$ cat config.mk
export PLATFORM = sky130hd
export DESIGN_NAME = sinrcv
export DESIGN_NICKNAME = d
export VERILOG_FILES = /design/src/rtl/sinrcv_pkg.sv /design/src/rtl/sinrcv_ram.sv /design/src/rtl/sinrcv.sv
export SDC_FILE = /design/constraint.sdc
export NUM_CORES = 2
export LEC_CHECK = 0
export ABC_AREA = 1
export CAP_MARGIN = 5
export CELL_PAD_IN_SITES_DETAIL_PLACEMENT = 0
export CELL_PAD_IN_SITES_GLOBAL_PLACEMENT = 1
export CORE_ASPECT_RATIO = 0.5
export CORE_MARGIN = 4
export CORE_UTILIZATION = 53
export CTS_BUF_LIST = sky130_fd_sc_hd__clkbuf_8
export DETAILED_ROUTE_END_ITERATION = 10
export HOLD_SLACK_MARGIN = 0.15
export PLACE_DENSITY_LB_ADDON = 0.1
export RECOVER_POWER = 100
export SLEW_MARGIN = 0
export SYNTH_ARGS = -nofsm -noshare
export SYNTH_HDL_FRONTEND = slang
export SYNTH_HIERARCHICAL = 1
export SYNTH_SLANG_ARGS = --single-unit
$ cat constraint.sdc
create_clock -name clk -period 15.8 [get_ports clk]
set_clock_uncertainty 0.05 [all_clocks]
set_input_delay 3.16 -clock clk [delete_from_list [all_inputs] [get_ports clk]]
set_output_delay 3.16 -clock clk [all_outputs]
set_load 0.02 [all_outputs]
$ cat src/rtl/sinrcv_pkg.sv
// ---------------------------------------------------------------------------
// sinrcv_pkg
// Shared types and constants for the sinrcv write-interface responder.
//   state_t    : transfer FSM states
//   lane_t     : byte-lane counter within a 32-bit word
//   SINRCV_BASE_ADDR : default base of the decoded address window
//   LANES / LAST_LANE : number of byte lanes per word and the final lane index
// ---------------------------------------------------------------------------
`timescale 1ns/1ps

package sinrcv_pkg;

    typedef enum logic [1:0] {
        IDLE = 2'd0,
        WR   = 2'd1,
        ACK  = 2'd2,
        REL  = 2'd3
    } state_t;

    typedef logic [1:0] lane_t;

    localparam logic [31:0] SINRCV_BASE_ADDR = 32'hA000_0000;
    localparam int          LANES            = 4;
    localparam lane_t       LAST_LANE        = lane_t'(LANES - 1);

endpackage

$ cat src/rtl/sinrcv_ram.sv
// ---------------------------------------------------------------------------
// sinrcv_ram
// 2**ADDR_W x 8 simple dual-port sample buffer.
//   clk      : clock, rising edge
//   reset    : synchronous active-high, clears only the read-port registers
//   wr_en    : write strobe for one byte
//   wr_addr  : write byte address
//   wr_data  : write byte
//   rd_en    : read request
//   rd_addr  : read byte address
//   rd_data  : registered read byte (one-cycle latency)
//   rd_valid : registered read-valid pulse
// The array itself is never reset. A read and write to the same address in
// the same cycle returns the value held before the write.
// ---------------------------------------------------------------------------
`timescale 1ns/1ps

module sinrcv_ram
    import sinrcv_pkg::*;
#(
    parameter int ADDR_W = 8
) (
    input  logic              clk,
    input  logic              reset,
    input  logic              wr_en,
    input  logic [ADDR_W-1:0] wr_addr,
    input  logic [7:0]        wr_data,
    input  logic              rd_en,
    input  logic [ADDR_W-1:0] rd_addr,
    output logic [7:0]        rd_data,
    output logic              rd_valid
);

    localparam int DEPTH = 2 ** ADDR_W;

    logic [7:0] mem [DEPTH];

    always_ff @(posedge clk) begin
        if (wr_en) begin
            mem[wr_addr] <= wr_data;
        end
    end

    // Read stage: the non-blocking read of mem sees the pre-write contents,
    // giving read-old-data behaviour on a same-address collision.
    always_ff @(posedge clk) begin
        if (reset) begin
            rd_valid <= 1'b0;
            rd_data  <= '0;
        end else begin
            rd_valid <= rd_en;
            if (rd_en) begin
                rd_data <= mem[rd_addr];
            end
        end
    end

endmodule

$ cat src/rtl/sinrcv.sv
// ---------------------------------------------------------------------------
// sinrcv
// Responder end of the mdriver_int write interface. Word writes that fall in
// the 2**ADDR_W-byte window at BASE_ADDR are stored little-endian into a byte
// buffer, one lane per cycle; every transfer is acknowledged with a one-cycle
// fin pulse. Writes outside the window set a sticky err flag.
//   clk        : clock, rising edge
//   reset      : synchronous, active-high
//   exec       : transfer request, level, held until fin is seen
//   we         : write enable qualifying exec
//   si_address : byte address of transfer
//   si_data    : write word, byte 0 in [7:0]
//   fin        : one-cycle transfer-complete pulse
//   busy       : high whenever the FSM is not idle
//   rd_en      : read-back request
//   rd_addr    : read-back byte address
//   rd_data    : read-back byte, one cycle after rd_en
//   rd_valid   : high one cycle after rd_en
//   wr_count   : completed in-window writes, saturating
//   err        : sticky out-of-window write flag
// ---------------------------------------------------------------------------
`timescale 1ns/1ps

module sinrcv
    import sinrcv_pkg::*;
#(
    parameter logic [31:0] BASE_ADDR = SINRCV_BASE_ADDR,
    parameter int          ADDR_W    = 8,
    parameter int          CNT_W     = 16
) (
    input  logic              clk,
    input  logic              reset,
    input  logic              exec,
    input  logic              we,
    input  logic [31:0]       si_address,
    input  logic [31:0]       si_data,
    output logic              fin,
    output logic              busy,
    input  logic              rd_en,
    input  logic [ADDR_W-1:0] rd_addr,
    output logic [7:0]        rd_data,
    output logic              rd_valid,
    output logic [CNT_W-1:0]  wr_count,
    output logic              err
);

    state_t            state;
    lane_t             lane;
    logic              xfer_ok;
    logic [ADDR_W-1:0] xfer_addr;
    logic [31:0]       xfer_data;
    logic              hit;

    logic              ram_wr_en;
    logic [ADDR_W-1:0] ram_wr_addr;
    logic [7:0]        ram_wr_data;

    function automatic logic [CNT_W-1:0] sat_inc(input logic [CNT_W-1:0] v);
        logic [CNT_W-1:0] r;
        r = v;
        if (v != '1) begin
            r = v + 1'b1;
        end
        return r;
    endfunction

    function automatic logic [7:0] lane_byte(input logic [31:0] w, input lane_t k);
        logic [7:0] b;
        case (k)
            2'd0:    b = w[7:0];
            2'd1:    b = w[15:8];
            2'd2:    b = w[23:16];
            default: b = w[31:24];
        endcase
        return b;
    endfunction

    assign hit = (si_address[31:ADDR_W] == BASE_ADDR[31:ADDR_W]);

    // Capture stage: address/data are frozen at acceptance so later changes
    // on the bus during WR/ACK/REL have no effect.
    always_ff @(posedge clk) begin
        if (state == IDLE && exec) begin
            xfer_addr <= si_address[ADDR_W-1:0];
            xfer_data <= si_data;
        end
    end

    // Lane write stage: reset suppresses the lane that would otherwise land
    // in the same cycle, so an aborted transfer leaves only completed lanes.
    // The address add wraps naturally inside ADDR_W bits.
    assign ram_wr_en   = (state == WR) && !reset;
    assign ram_wr_addr = xfer_addr + ADDR_W'(lane);
    assign ram_wr_data = lane_byte(xfer_data, lane);

    // Control stage: fin and busy are registered from the next-state decision
    // so that fin coincides with the ACK cycle and busy tracks non-IDLE.
    always_ff @(posedge clk) begin
        if (reset) begin
            state    <= IDLE;
            lane     <= '0;
            xfer_ok  <= 1'b0;
            fin      <= 1'b0;
            busy     <= 1'b0;
            wr_count <= '0;
            err      <= 1'b0;
        end else begin
            fin <= 1'b0;
            unique case (state)
                IDLE: begin
                    if (exec) begin
                        busy <= 1'b1;
                        lane <= '0;
                        if (we && hit) begin
                            state   <= WR;
                            xfer_ok <= 1'b1;
                        end else begin
                            state   <= ACK;
                            xfer_ok <= 1'b0;
                            fin     <= 1'b1;
                            if (we) begin
                                err <= 1'b1;
                            end
                        end
                    end
                end
                WR: begin
                    lane <= lane + 1'b1;
                    if (lane == LAST_LANE) begin
                        state <= ACK;
                        fin   <= 1'b1;
                    end
                end
                ACK: begin
                    if (xfer_ok) begin
                        wr_count <= sat_inc(wr_count);
                    end
                    if (exec) begin
                        state <= REL;
                    end else begin
                        state <= IDLE;
                        busy  <= 1'b0;
                    end
                end
                REL: begin
                    if (!exec) begin
                        state <= IDLE;
                        busy  <= 1'b0;
                    end
                end
                default: begin
                    state <= IDLE;
                    busy  <= 1'b0;
                end
            endcase
        end
    end

    sinrcv_ram #(
        .ADDR_W (ADDR_W)
    ) u_ram (
        .clk      (clk),
        .reset    (reset),
        .wr_en    (ram_wr_en),
        .wr_addr  (ram_wr_addr),
        .wr_data  (ram_wr_data),
        .rd_en    (rd_en),
        .rd_addr  (rd_addr),
        .rd_data  (rd_data),
        .rd_valid (rd_valid)
    );

endmodule

## Yosys cells after proc, flatten, opt, wreduce, memory -nomap -nowiden

Memories as Yosys holds them, arrays and structs flattened. A register that Yosys moved wholly into a read port is not among the register bits.
Index checks and enable logic that the tools add are counted.

- Register bits: 65
- RAM bits: 2,048
- Bits of input ports: 77
- Output and inout port bits: 28
- Logic and storage cells: 61
- Memories: 1

Memories:

| name | words | width | rd ports | clocked after Yosys merged registers in | write ports | RTL line | RTL |
|---|---|---|---|---|---|---|---|
| u_ram.mem | 256 | 8 | 1 | 1 | 1 | sinrcv_ram.sv:36 | `logic [7:0] mem [DEPTH];` |

- $add $sub $neg: 3
- Equal/unequal tests: 12
- Multiplexer cells: 19
- Bitwise operators: 1
- Reduce and logical (&&, ||, !) cells: 15

Operators with widths:

| kind | number |
|---|---|
| $eq A24 B24 Y1 const B | 1 |
| $pmux W8 S3 | 1 |
| $add A16 B1 Y16 const B | 1 |
| $ne A16 B16 Y1 const B | 1 |
| $mux W2 | 6 |
| $reduce_and A3 Y1 | 3 |
| $add A8 B2 Y8 | 1 |
| $eq A2 B2 Y1 const B | 4 |
| $mux W1 | 8 |
| $pmux W2 S4 | 1 |
| $ne A2 B2 Y1 const B | 3 |
| $eq A2 B1 Y1 const B | 2 |
| $logic_not A2 Y1 | 2 |
| $pmux W1 S2 | 2 |
| $pmux W2 S2 | 1 |
| $reduce_and A2 Y1 | 2 |
| $reduce_and A4 Y1 | 1 |
| $reduce_bool A2 Y1 | 2 |
| $logic_and A1 B1 Y1 | 3 |
| $add A2 B1 Y2 const B | 1 |
| $ne A2 B1 Y1 const B | 1 |
| $reduce_or A2 Y1 | 1 |
| $logic_not A1 Y1 | 1 |
| $not A1 Y1 | 1 |

## Logic depth before layout (Yosys ltp)

- Depth after elaboration: 5
- Mapped depth: 17
- Depth with buffers taken out: 13

## Modules after synthesis

The synthesis kept the hierarchy.

By module, submodules not included:

| module | times used | cells an instance | area each (µm²) | sequential area each (µm²) |
|---|---|---|---|---|
| sinrcv_ram | 1 | 7,041 | 83,475.1 | 61,679.2 |
| sinrcv | 1 | 302 | 2,949.1 | 1,681.6 |

## Worst setup path after synthesis

Ideal clock, no wire load.

- Kind: register to register
- Start: register lane[1]
- End: memory u_ram.mem[0][0] (data pin)
- Setup time: 2.187 ns
- Data arrival time: 10.932 ns
- Data required time: 13.563 ns
- Path slack: 2.631 ns
- Stages on the path, launching flop included: 7
- Path buffers: 1
- Period minus slack after synthesis: 13.169 ns
- Cells stage by stage: dfxtp_1 inv_1 ha_1 clkbuf_1 a22o_1 a21oi_1 o21ai_0

- Word-level cells in the longest chain between the ends: 2
- Elaborated cells on any way between the ends: 4
- Classes of those cells: eq/ne: 2; mux: 1; reduce/logical: 1

Ends and longest elaborated chain:

| item | RTL line | RTL |
|---|---|---|
| start, declared | sinrcv.sv:48 | `lane_t lane;` |
| start signal, assigned | sinrcv.sv:128 | `lane <= lane + 1'b1;` |
| $eq A2 B2 Y1, or another cell as far along | sinrcv.sv:69 | `case (k)` |
| $pmux W8 S3 (*) | sinrcv.sv:69 |  |
| named net ram_wr_data[0] | sinrcv.sv:56 | `logic [7:0] ram_wr_data;` |
| end, declared | sinrcv_ram.sv:36 |  |

Mark *: on every way through the listed nets, which the timed path passes. The rest lies on a longest branch.

## Worst setup path after layout

- Start: register lane[1]
- End: memory u_ram.mem[92][4] (data pin)

The elaborated chain is that of the path after synthesis.

==> key figures <==
Outcome
  • Outcome: finished with violations
  • Failing checks: capacitance limit, slew limit

Layout
  • Share of cells above drive strength 1: 5.59%
  • FF+latch area: 0.0634 sq mm
  • Synth-to-layout area growth: 8.31%
  • Commonest cells after routing, fill and taps aside: nand2_1 (2190), edfxtp_1 (2088), nand3_1 (2042)
  • Multi-input logic area: 0.0204 sq mm
  • Nets: 7416
  • Filler cell count in the final layout: 13300
  • Commonest non-fill, non-tap cell in the layout: nand2_1

Setup path
  • CP startpoint: lane[1]$_SDFFE_PP0P_
  • CP required: 15.97 ns
  • Crit-path max FO: 74
  • R2R Path Start: lane[1]$_SDFFE_PP0P_
  • Buf+Inv Stages, Crit Path: 3
  • Most frequent cell on the critical path: clkbuf_1
  • CP Depth: 7
  • Critical path type: flip-flop to flip-flop
  • CP Capture Type: flip-flop
  • Crit-path leading delay family: buffers and inverters
  • CP max stage cell: o21ai_0
  • Worst R2R End: u_ram/mem[92][4]$_DFFE_PP_
  • Worst-path cell chain: inv_1, ha_1, a22o_1, a21oi_1, o21ai_0, clkbuf_1, clkbuf_1
  • CP Capture Point: u_ram/mem[92][4]$_DFFE_PP_
  • CP Launch Type: flip-flop
  • R2R Setup Slk: 5.00 ns
  • Crit path DAT: 10.97 ns
  • Worst path max stage delay: 3.49 ns
  • Worst R2R Path Depth: 7

Pwr
  • Final Power: 0.0109 W
  • Pleak: 32.6 nW
  • Pwr/cell area: 117 mW/mm^2
  • Worst VDD drop: 0.0575 mV

Yosys
  • Ys async rst share: 0%
  • Synth Instances: 7343
  • Post-Synth XOR/XNOR Area: 0.172%
  • Mean post-synth cell area: 11.8 sq um
  • Synth Area in Compound Gates: 0.314%
  • Syn nets: 7428
  • Predominant post-synthesis flop cell: edfxtp_1
  • EDFF count, synth: 2088
  • Seq/Total Area, Yosys: 73.3%
  • Number of synthesized register bits: 2121
  • Yosys Warn Count: 6
  • Adder-cell share of the synthesized area: 0.125%
  • Main combinational cell family by area after synthesis: simple AND/OR/NAND/NOR gates
  • Post-synthesis cell type count: 35
  • Synthesized area: 0.0864 sq mm
  • Synth Area in Simple Gates: 23.0%
  • Multiplexer share of the synthesized area: 0%

Drt
  • DRC Markers: 0
  • Vias per cell: 5.95
  • DR pass1 iterations: 6
  • Antenna Violating Nets Remaining: 0
  • WL final: 245 mm
  • Via Count: 57900
  • DRT iter0 DRCs: 7632
  • Wire per inst: 25.2 microns

Timing
  • Slew Viols, Final: 1778
  • Tcrit/Tclk final: 68.4%
  • Maximum clock frequency: 92.6 MHz
  • RSZ-0062 raised after global routing: false
  • Headroom to the max-slew limit: -564%
  • Final Hold Viols: 0
  • Crit path time final: 10.80 ns
  • Sum Neg Setup Slack: 0 ns
  • Worst-Margin Slew: 9.95 ns
  • # setup viols final: 0

Global route
  • Gr ovfl total: 0
  • Overall Global Routing Usage: 28.5%
  • Vias in the first global route: 54500
  • Largest net degree at the start of global routing: 224
  • Initial antenna violation count: 13
  • First-pass GRT wire length: 362 mm

CTS
  • CTS Buf Count: 301
  • Setup Fix Bufs, Post-CTS: 0
  • CTS clk-pin slew, worst paths: 0.06 ns
  • H-tree depth reported by CTS: 5
  • Skew-Pair Late Insertion Delay: 0.93 ns
  • CTS hold repair buffers: 0
  • CTS Buffer Depth: 4
  • Clock Sink Count: 2121
  • CTS Root Cell: clkbuf_8
  • CTS tree: yes
  • Resize count post-CTS: 0

Floorplan
  • Core ar.: 0.161 sq mm
  • # IOs: 105
  • Starting Density: 53.5%
  • Die height: 294 microns
  • Die Area: 0.170 sq mm
  • Die width: 579 microns
  • Cell Rows: 104

Place
  • HPWL Detailed: 132 mm
  • Gpl congestion: 0.869
  • IO Port Bufs: 104

Min path
  • Hold/Removal Path Class: flip-flop to flip-flop

Flow run
  • Maxcap violations: 33
[metal layers]
metal / vias up / share of wire (%) / global-route usage, %
met4: 12 / 2.8 / 8.28
met1: 28800 / 43 / 42.9
met2: 2749 / 45 / 42.5
met5: - / 0.038 / 0
met3: 433 / 9.3 / 5.45
li1: 26000 / - / -
[power breakdown]
| group | total [W] | switching (W) | internal [W] | leakage, nW |
|---|---|---|---|---|
| combinational | 0.000753 | 0.000589 | 0.000164 | 10.4 |
| sequential | 0.00628 | 0.00000581 | 0.00628 | 19.1 |
| clock | 0.00391 | 0.00205 | 0.00186 | 3.07 |
[stage by stage]
stage	util (%)	hold WS, ns	cell area (sq um)	cells	setup slack, ns
2_1_floorplan	-	0.444	86400	7343	2.63
3_3_place_gp	54.9	0.389	88600	9201	7.62
3_5_place_dp	54.9	0.399	88600	9201	7.63
4_1_cts	58.1	0.409	93800	9716	8.62
5_1_grt	58.0	0.453	93600	9718	4.19
6_report	58.0	0.406	93600	9725	5.00
[Yosys cell counts, types with 5 or more instances]
library cell  number  area share (%)
a21oi_1           24            0.14
a22o_1             8           0.081
buf_1             35            0.15
buf_2            284             1.6
buf_4             41            0.36
buf_6              5           0.065
clkbuf_1         127            0.55
dfxtp_1           33            0.76
edfxtp_1        2088              73
ha_1               7            0.10
inv_1             65            0.28
nand2_1         2191             9.5
nand3_1         2042              12
nor2_1           338             1.5
o21ai_0           11           0.064
xnor2_1            9           0.091
xor2_1             8           0.081
[cell type report]
class                      instances  area share (%)
antenna                            9          0.0241
clock buffer                     316            4.65
clock inverter                   199           0.908
inverter                          71           0.322
multi-input combinational       4657            21.8
sequential                      2121            67.7
tap                             2173            2.90
timing repair buffer             179            1.67
[worst register-to-register path, cell delays in order, from the launching register on]
cell and delay [ns]:
dfxtp_1 0.36, inv_1 0.15, ha_1 0.38, a22o_1 0.21
a21oi_1 0.04, o21ai_0 3.49, clkbuf_1 2.79, clkbuf_1 2.57
[worst min path at each step]
stage                     slack (ns)  depth (start not counted)                  start               endpoint
final                           0.41                          2       err$_SDFFE_PP0P_       err$_SDFFE_PP0P_
after global routing            0.45                          2       err$_SDFFE_PP0P_       err$_SDFFE_PP0P_
after CTS                       0.41                          2       err$_SDFFE_PP0P_       err$_SDFFE_PP0P_
after detailed placement        0.40                          2       err$_SDFFE_PP0P_       err$_SDFFE_PP0P_
after global placement          0.39                          2       err$_SDFFE_PP0P_       err$_SDFFE_PP0P_
after floorplan                 0.44                          2  state[1]$_SDFFE_PP0P_  state[1]$_SDFFE_PP0P_
[state kept, by name, summed over array words and instances, names as in the netlist]
register and count:
busy 1, err 1, fin 1, lane 2
state 2, u_ram/mem 2048, u_ram/rd_data 8, u_ram/rd_valid 1
wr_count 16, xfer_addr 8, xfer_data 32, xfer_ok 1
[cells by family after synthesis]
kind of cell | count (synthesis)
flops | 2121
simple gates | 4586
xor+xnor | 17
fa+ha+maj | 8
buf+inv | 565
compound gates | 46
No activity file was read; power rests on OpenSTA's default activity.
